### src/rtl/stream_mux_pkg.sv
// stream_mux_pkg: arbitration mode and packet-lock state types shared by stream_mux
package stream_mux_pkg;
  typedef enum logic {MODE_RR, MODE_SEL} mode_e;
  typedef enum logic {ST_IDLE, ST_LOCKED} lock_e;
endpackage

### src/rtl/rr_arbiter.sv
// rr_arbiter: combinational one-hot round-robin grant, lowest requester at or after ptr wins
module rr_arbiter #(
  parameter int N_CH = 4,
  localparam int SW = $clog2(N_CH)
) (
  input  logic [N_CH-1:0] req,
  input  logic [SW-1:0]   ptr,
  output logic [N_CH-1:0] gnt
);
  logic [SW-1:0] j;
  always_comb begin
    gnt = '0;
    j = '0;
    for (int k = N_CH - 1; k >= 0; k--) begin
      j = SW'((int'(ptr) + k) % N_CH);
      if (req[j]) gnt = N_CH'(1) << j;
    end
  end
endmodule

### src/rtl/stream_mux.sv
// stream_mux: N-channel valid/ready mux with registered output, RR or manual select
// STREAM_MUX_PKT_LOCK_EN holds the grant on one channel until its in_last beat
module stream_mux
  import stream_mux_pkg::*;
#(
  parameter int N_CH = 4,
  parameter int DW = 8,
  localparam int SW = $clog2(N_CH)
) (
  input  logic               clk,
  input  logic               rst_n,
  input  logic               mode,
  input  logic [SW-1:0]      sel,
  input  logic [N_CH-1:0]    in_valid,
  input  logic [N_CH*DW-1:0] in_data,
  input  logic [N_CH-1:0]    in_last,
  output logic [N_CH-1:0]    in_ready,
  output logic               out_valid,
  output logic [DW-1:0]      out_data,
  output logic               out_last,
  output logic [SW-1:0]      out_ch,
  input  logic               out_ready
);
  logic ld, xfer, locked, adv;
  logic [SW-1:0] ptr, gidx, lock_ch;
  logic [N_CH-1:0] rr_gnt, grant, lock_gnt;
  rr_arbiter #(.N_CH(N_CH)) u_rr (.req(in_valid), .ptr(ptr), .gnt(rr_gnt));
  assign ld = !out_valid || out_ready;
  // shifting past the top bit yields zero, so an out-of-range sel grants nothing
  assign lock_gnt = (N_CH'(1) << lock_ch) & in_valid;
  assign grant = locked ? lock_gnt : mode_e'(mode) == MODE_SEL ? (N_CH'(1) << sel) & in_valid : rr_gnt;
  assign in_ready = (rst_n && ld) ? grant : '0;
  assign xfer = |in_ready;
  always_comb begin
    gidx = '0;
    for (int i = 0; i < N_CH; i++) if (grant[i]) gidx = SW'(i);
  end
`ifdef STREAM_MUX_PKT_LOCK_EN
  lock_e st, st_nx;
  always_ff @(posedge clk or negedge rst_n)
    if (!rst_n) begin
      st <= ST_IDLE;
      lock_ch <= '0;
    end else begin
      st <= st_nx;
      if (xfer) lock_ch <= gidx;
    end
  always_comb st_nx = xfer ? (in_last[gidx] ? ST_IDLE : ST_LOCKED) : st;
  assign locked = st == ST_LOCKED;
  assign adv = mode_e'(mode) == MODE_RR && in_last[gidx];
`else
  assign locked = 1'b0;
  assign lock_ch = '0;
  assign adv = mode_e'(mode) == MODE_RR;
`endif
  always_ff @(posedge clk or negedge rst_n)
    if (!rst_n) begin
      out_valid <= 1'b0;
      out_data <= '0;
      out_last <= 1'b0;
      out_ch <= '0;
      ptr <= '0;
    end else if (ld) begin
      out_valid <= xfer;
      if (xfer) begin
        out_data <= in_data[gidx*DW +: DW];
        out_last <= in_last[gidx];
        out_ch <= gidx;
        if (adv) ptr <= (gidx == SW'(N_CH - 1)) ? '0 : gidx + 1'b1;
      end
    end
endmodule

### config.mk
export PLATFORM = sky130hd
export DESIGN_NAME = stream_mux
export DESIGN_NICKNAME = d
export VERILOG_FILES = /design/src/rtl/stream_mux_pkg.sv /design/src/rtl/rr_arbiter.sv /design/src/rtl/stream_mux.sv
export SDC_FILE = /design/constraint.sdc
export NUM_CORES = 1
export LEC_CHECK = 0
export ABC_AREA = 1
export CORE_MARGIN = 4
export CORE_UTILIZATION = 40
export CTS_BUF_LIST = sky130_fd_sc_hd__clkbuf_16
export DETAILED_ROUTE_END_ITERATION = 8
export PLACE_DENSITY = 0.83
export SLEW_MARGIN = 30
export SYNTH_ARGS = -nofsm -noshare
export SYNTH_HDL_FRONTEND = slang
export SYNTH_SLANG_ARGS = --single-unit
### constraint.sdc
create_clock -name clk -period 3.25 [get_ports clk]
set_clock_uncertainty 0.1 [all_clocks]
set_input_delay 0.325 -clock clk [delete_from_list [all_inputs] [get_ports clk]]
set_output_delay 0.325 -clock clk [all_outputs]
set_load 0.01 [all_outputs]
==> run_results.csv <==
group,metric,value,unit
outcome,run_status,"finished, final reports clean",
clocking,clkTransAtPathRegs,50,ps
sta,worst_pin_slew,670,ps
floorplan,starting_utilization_of_the_core_area,43.2,%
synth,cell_with_the_most_instances_after_synthesis,"sky130_fd_sc_hd__nand2_1",
routing,routed_wire_length_per_instance,12.1,µm
clocking,number_of_post_cts_setup_repair_buffers,0,
critical_path,end_kind,"output pin",
power_and_ir_drop,power.density_cell_area,911,nW/µm²
power_and_ir_drop,p_sw,0.00103,W
routing,vias,1739,
clocking,post_cts_resize_count,0,
critical_path,worstSetupPathType,"flop to output pin",
synth,synthesis.area_per_instance,5.78,µm²
critical_path,worst_ep_required,2820,ps
clocking,clockRootBuffer,"sky130_fd_sc_hd__clkbuf_16",
final_layout,area_of_combinational_cells_with_multiple_inputs,970,µm²
global_routing,grt_max_degree,21,
critical_path,crit_fanout,10,
synth,synth_async_sr_flop_share,100,%
synth,synth.top_cell.area_share,24.3,%
routing,antenna_violating_nets_post_route,0,
critical_path,worst_setup_path_start_kind,"flop",
sta,setup_tns,0,ps
final_layout,fin_util,64.1,%
sta,report.final.setup_viol,0,
sta,min_period_over_period,94.0,%
clocking,cts_h_tree_depth,1,
floorplan,placementRows,21,
clocking,cts_made_buffers,3,
placed_design,port_buffers,61,
power_and_ir_drop,clock_power_share,11.3,%
global_routing,grt_remaining_overflow,0,
synth,ys_warn_count,0,
global_routing,vias_in_the_first_global_route,1553,
sta,maxSlewViolCount,0,
floorplan,floorplan.io_pins,62,
final_layout,drive_above_1_share,7.79,%
synth,synth_edf_count,0,
synth,post_synth_inst_count,259,
power_and_ir_drop,seq_power_share,16.9,%
sta,worst_slew_margin_rel,54.9,%
power_and_ir_drop,power.share.combinational,71.8,%
sta,timing.final.hold_violations,0,
placed_design,detailedPlacementHpwl,3560,µm
synth,most_area_consuming_cells_after_synthesis,"sky130_fd_sc_hd__nand2_1 (24%), sky130_fd_sc_hd__dfrtp_1 (23%), sky130_fd_sc_hd__nor2_1 (10%)",
floorplan,placeableCoreArea,3470,µm²
routing,drcViolationCount,0,
critical_path,critPathArrivalTime,2630,ps
min_path,timing.hold.worst.class,"input pin to async pin",
sta,final_critical_path_setup_slack,196,ps
power_and_ir_drop,report.power.total,0.00202,W
synth,ys_seq_area_share,23.4,%
floorplan,die_height,69.2,µm
final_layout,finalNetCount,376,
routing,detail_route.first_pass.iterations,4,
final_layout,ff_latch_area,353,µm²
routing,totalWireLength,4430,µm
synth,synthDistinctLibCells,25,
final_layout,antenna-diode-count,0,
floorplan,die_w,69.2,µm
synth,synth_largest_area_cell,"sky130_fd_sc_hd__nand2_1",
clocking,ctsHoldBuffers,0,
synth,post_synth_instance_area,1500,µm²
routing,routed_via_density,4.74,
power_and_ir_drop,internal-power,0.000998,W
power_and_ir_drop,irDropWorstVdd,0.000529,V
routing,dr.first_iter.drc_count,175,
global_routing,antenna_found_initial,0,
placed_design,finalWeightedCongestion,0.915,
clocking,clock_tree.buffer_depth,2,
synth,synth.ff_latch_count,14,
clocking,cts_tree,"yes",
sta,maxClockFrequency,327,MHz
floorplan,dieArea,4790,µm²
power_and_ir_drop,p_leak,1.20,nW
flow_run,max_cap_viol_count,0,
clocking,clk_latency,240,ps
clocking,number_of_sinks_handled_by_clock_tree_synthesis,14,
global_routing,groute.usage.overall,18.6,%
placed_design,detailedPlace.worstSlack,386,ps
power_and_ir_drop,swShare,50.7,%
sta,grt_setup_unrepaired,"no",
synth,synth_flop_cell,"sky130_fd_sc_hd__dfrtp_1",
final_layout,area_growth_from_synthesis_to_final_layout,48.4,%
synth,synth_fp_nets,313,
final_layout,nFillCells,319,
sta,post-route-min-period,3050,ps
global_routing,wire_length_of_the_first_global_routing_pass,7480,µm
synth,yosys-top-cells-count,"sky130_fd_sc_hd__nand2_1 (97), sky130_fd_sc_hd__nor2_1 (40), sky130_fd_sc_hd__inv_1 (32), sky130_fd_sc_hd__nand3_1 (28), sky130_fd_sc_hd__dfrtp_1 (14)",
## layer usage
layer  vias to the layer above  global-route usage [%]  part of all wire [%]
met4                         0                    3.25                  0.50
met5                         -                       0                     0
met1                       749                    26.1                    45
met3                         2                    1.88                   7.1
li1                        922                       -                     -
met2                        66                    31.3                    48
## cell usage in the layout (no fill, tap or decap)
| cell | Yosys | routed |
|---|---|---|
| sky130_fd_sc_hd__a21oi_1 | 2 | 2 |
| sky130_fd_sc_hd__a21oi_4 | 1 | 1 |
| sky130_fd_sc_hd__a31oi_1 | 1 | 1 |
| sky130_fd_sc_hd__buf_4 | 2 | 2 |
| sky130_fd_sc_hd__clkbuf_16 | 0 | 3 |
| sky130_fd_sc_hd__clkdlybuf4s50_1 | 0 | 60 |
| sky130_fd_sc_hd__clkinv_1 | 1 | 2 |
| sky130_fd_sc_hd__dfrtp_1 | 14 | 12 |
| sky130_fd_sc_hd__dfrtp_2 | 0 | 2 |
| sky130_fd_sc_hd__dlymetal6s2s_1 | 0 | 1 |
| sky130_fd_sc_hd__ha_1 | 8 | 8 |
| sky130_fd_sc_hd__inv_1 | 32 | 31 |
| sky130_fd_sc_hd__inv_2 | 3 | 4 |
| sky130_fd_sc_hd__nand2_1 | 97 | 97 |
| sky130_fd_sc_hd__nand2_2 | 6 | 6 |
| sky130_fd_sc_hd__nand2_4 | 2 | 2 |
| sky130_fd_sc_hd__nand3_1 | 28 | 28 |
| sky130_fd_sc_hd__nand3_2 | 2 | 2 |
| sky130_fd_sc_hd__nand3b_1 | 3 | 3 |
| sky130_fd_sc_hd__nand4_1 | 2 | 2 |
| sky130_fd_sc_hd__nor2_1 | 40 | 40 |
| sky130_fd_sc_hd__nor2_2 | 2 | 2 |
| sky130_fd_sc_hd__nor3_1 | 1 | 1 |
| sky130_fd_sc_hd__o2111ai_1 | 1 | 1 |
| sky130_fd_sc_hd__o21ai_0 | 5 | 5 |
| sky130_fd_sc_hd__o21ai_1 | 2 | 2 |
| sky130_fd_sc_hd__or2_2 | 1 | 1 |
## worst paths after layout
path | startpoint | to | slack [ps] | cells after the start
max | ptr[0]$_DFFE_PN0P_ | in_ready[3] | 200 | 12
min | rst_n | out_ch[0]$_DFFE_PN0P_ | 330 | 2
max reg2reg | ptr[0]$_DFFE_PN0P_ | out_data[0]$_DFFE_PN0P_ | 470 | 17
min reg2reg | out_data[6]$_DFFE_PN0P_ | out_data[6]$_DFFE_PN0P_ | 390 | 2
max in group asynchronous | rst_n | ptr[0]$_DFFE_PN0P_ | 2540 | 2
min in group clk | out_data[6]$_DFFE_PN0P_ | out_data[6]$_DFFE_PN0P_ | 390 | 2
## registers in the layout, summed over array words and instances (netlist names)
| register | count |
|---|---|
| ptr | 2 |
| out_valid | 1 |
| out_last | 1 |
| out_data | 8 |
| out_ch | 2 |
## power by group through the flow
| stage | combinational, W | clock (W) | sequential (W) |
|---|---|---|---|
| floorplan | 0.000996 | 0 | 0.000359 |
| global placement | 0.00144 | 0 | 0.000336 |
| detailed placement | 0.00143 | 0 | 0.000337 |
| CTS | 0.00145 | 0.000232 | 0.000339 |
| global route | 0.00165 | 0.000247 | 0.000355 |
| finish | 0.00145 | 0.000230 | 0.000342 |
## cells by family (layout without fill, tap and decap cells)
| family | Yosys count | count (layout) | share of synthesized area [%] |
|---|---|---|---|
| AO/OA/AOI/OAI | 12 | 12 | 5.10 |
| adder cells (fa/ha/maj) | 8 | 8 | 6.68 |
| buffers and inverters | 41 | 103 | 11.9 |
| AND/OR/NAND/NOR | 184 | 184 | 53.0 |
| flip-flops | 14 | 14 | 23.4 |
## metrics by stage
stage / hold WS [ps] / instance area, µm² / std cells
global route: 357 / 2220 / 367
floorplan: -70.6 / 1500 / 259
detailed placement: 370 / 2140 / 363
CTS: 349 / 2220 / 367
finish: 335 / 2220 / 367
global placement: 366 / 2140 / 363
## worst max-delay path, stage by stage, from the launching register on
cell and delay [ps]:
sky130_fd_sc_hd__dfrtp_2 450, sky130_fd_sc_hd__inv_2 110, sky130_fd_sc_hd__ha_1 340, sky130_fd_sc_hd__inv_1 80, sky130_fd_sc_hd__nand3_1 120, sky130_fd_sc_hd__nand2_1 180
sky130_fd_sc_hd__nand3_1 120, sky130_fd_sc_hd__nand2_1 70, sky130_fd_sc_hd__nand2_1 40, sky130_fd_sc_hd__nand2_1 110, sky130_fd_sc_hd__inv_2 50, sky130_fd_sc_hd__nor2_1 140
sky130_fd_sc_hd__clkdlybuf4s50_1 570
## final cells by class
type / count / area share [%]
clock inverter: 1 / 0.169
tap: 46 / 2.59
sequential: 14 / 15.9
timing repair buffer: 63 / 28.3
multi-input combinational: 204 / 43.6
inverter: 36 / 6.08
clock buffer: 3 / 3.38
Note: power is estimated with default switching activity, not from simulation.
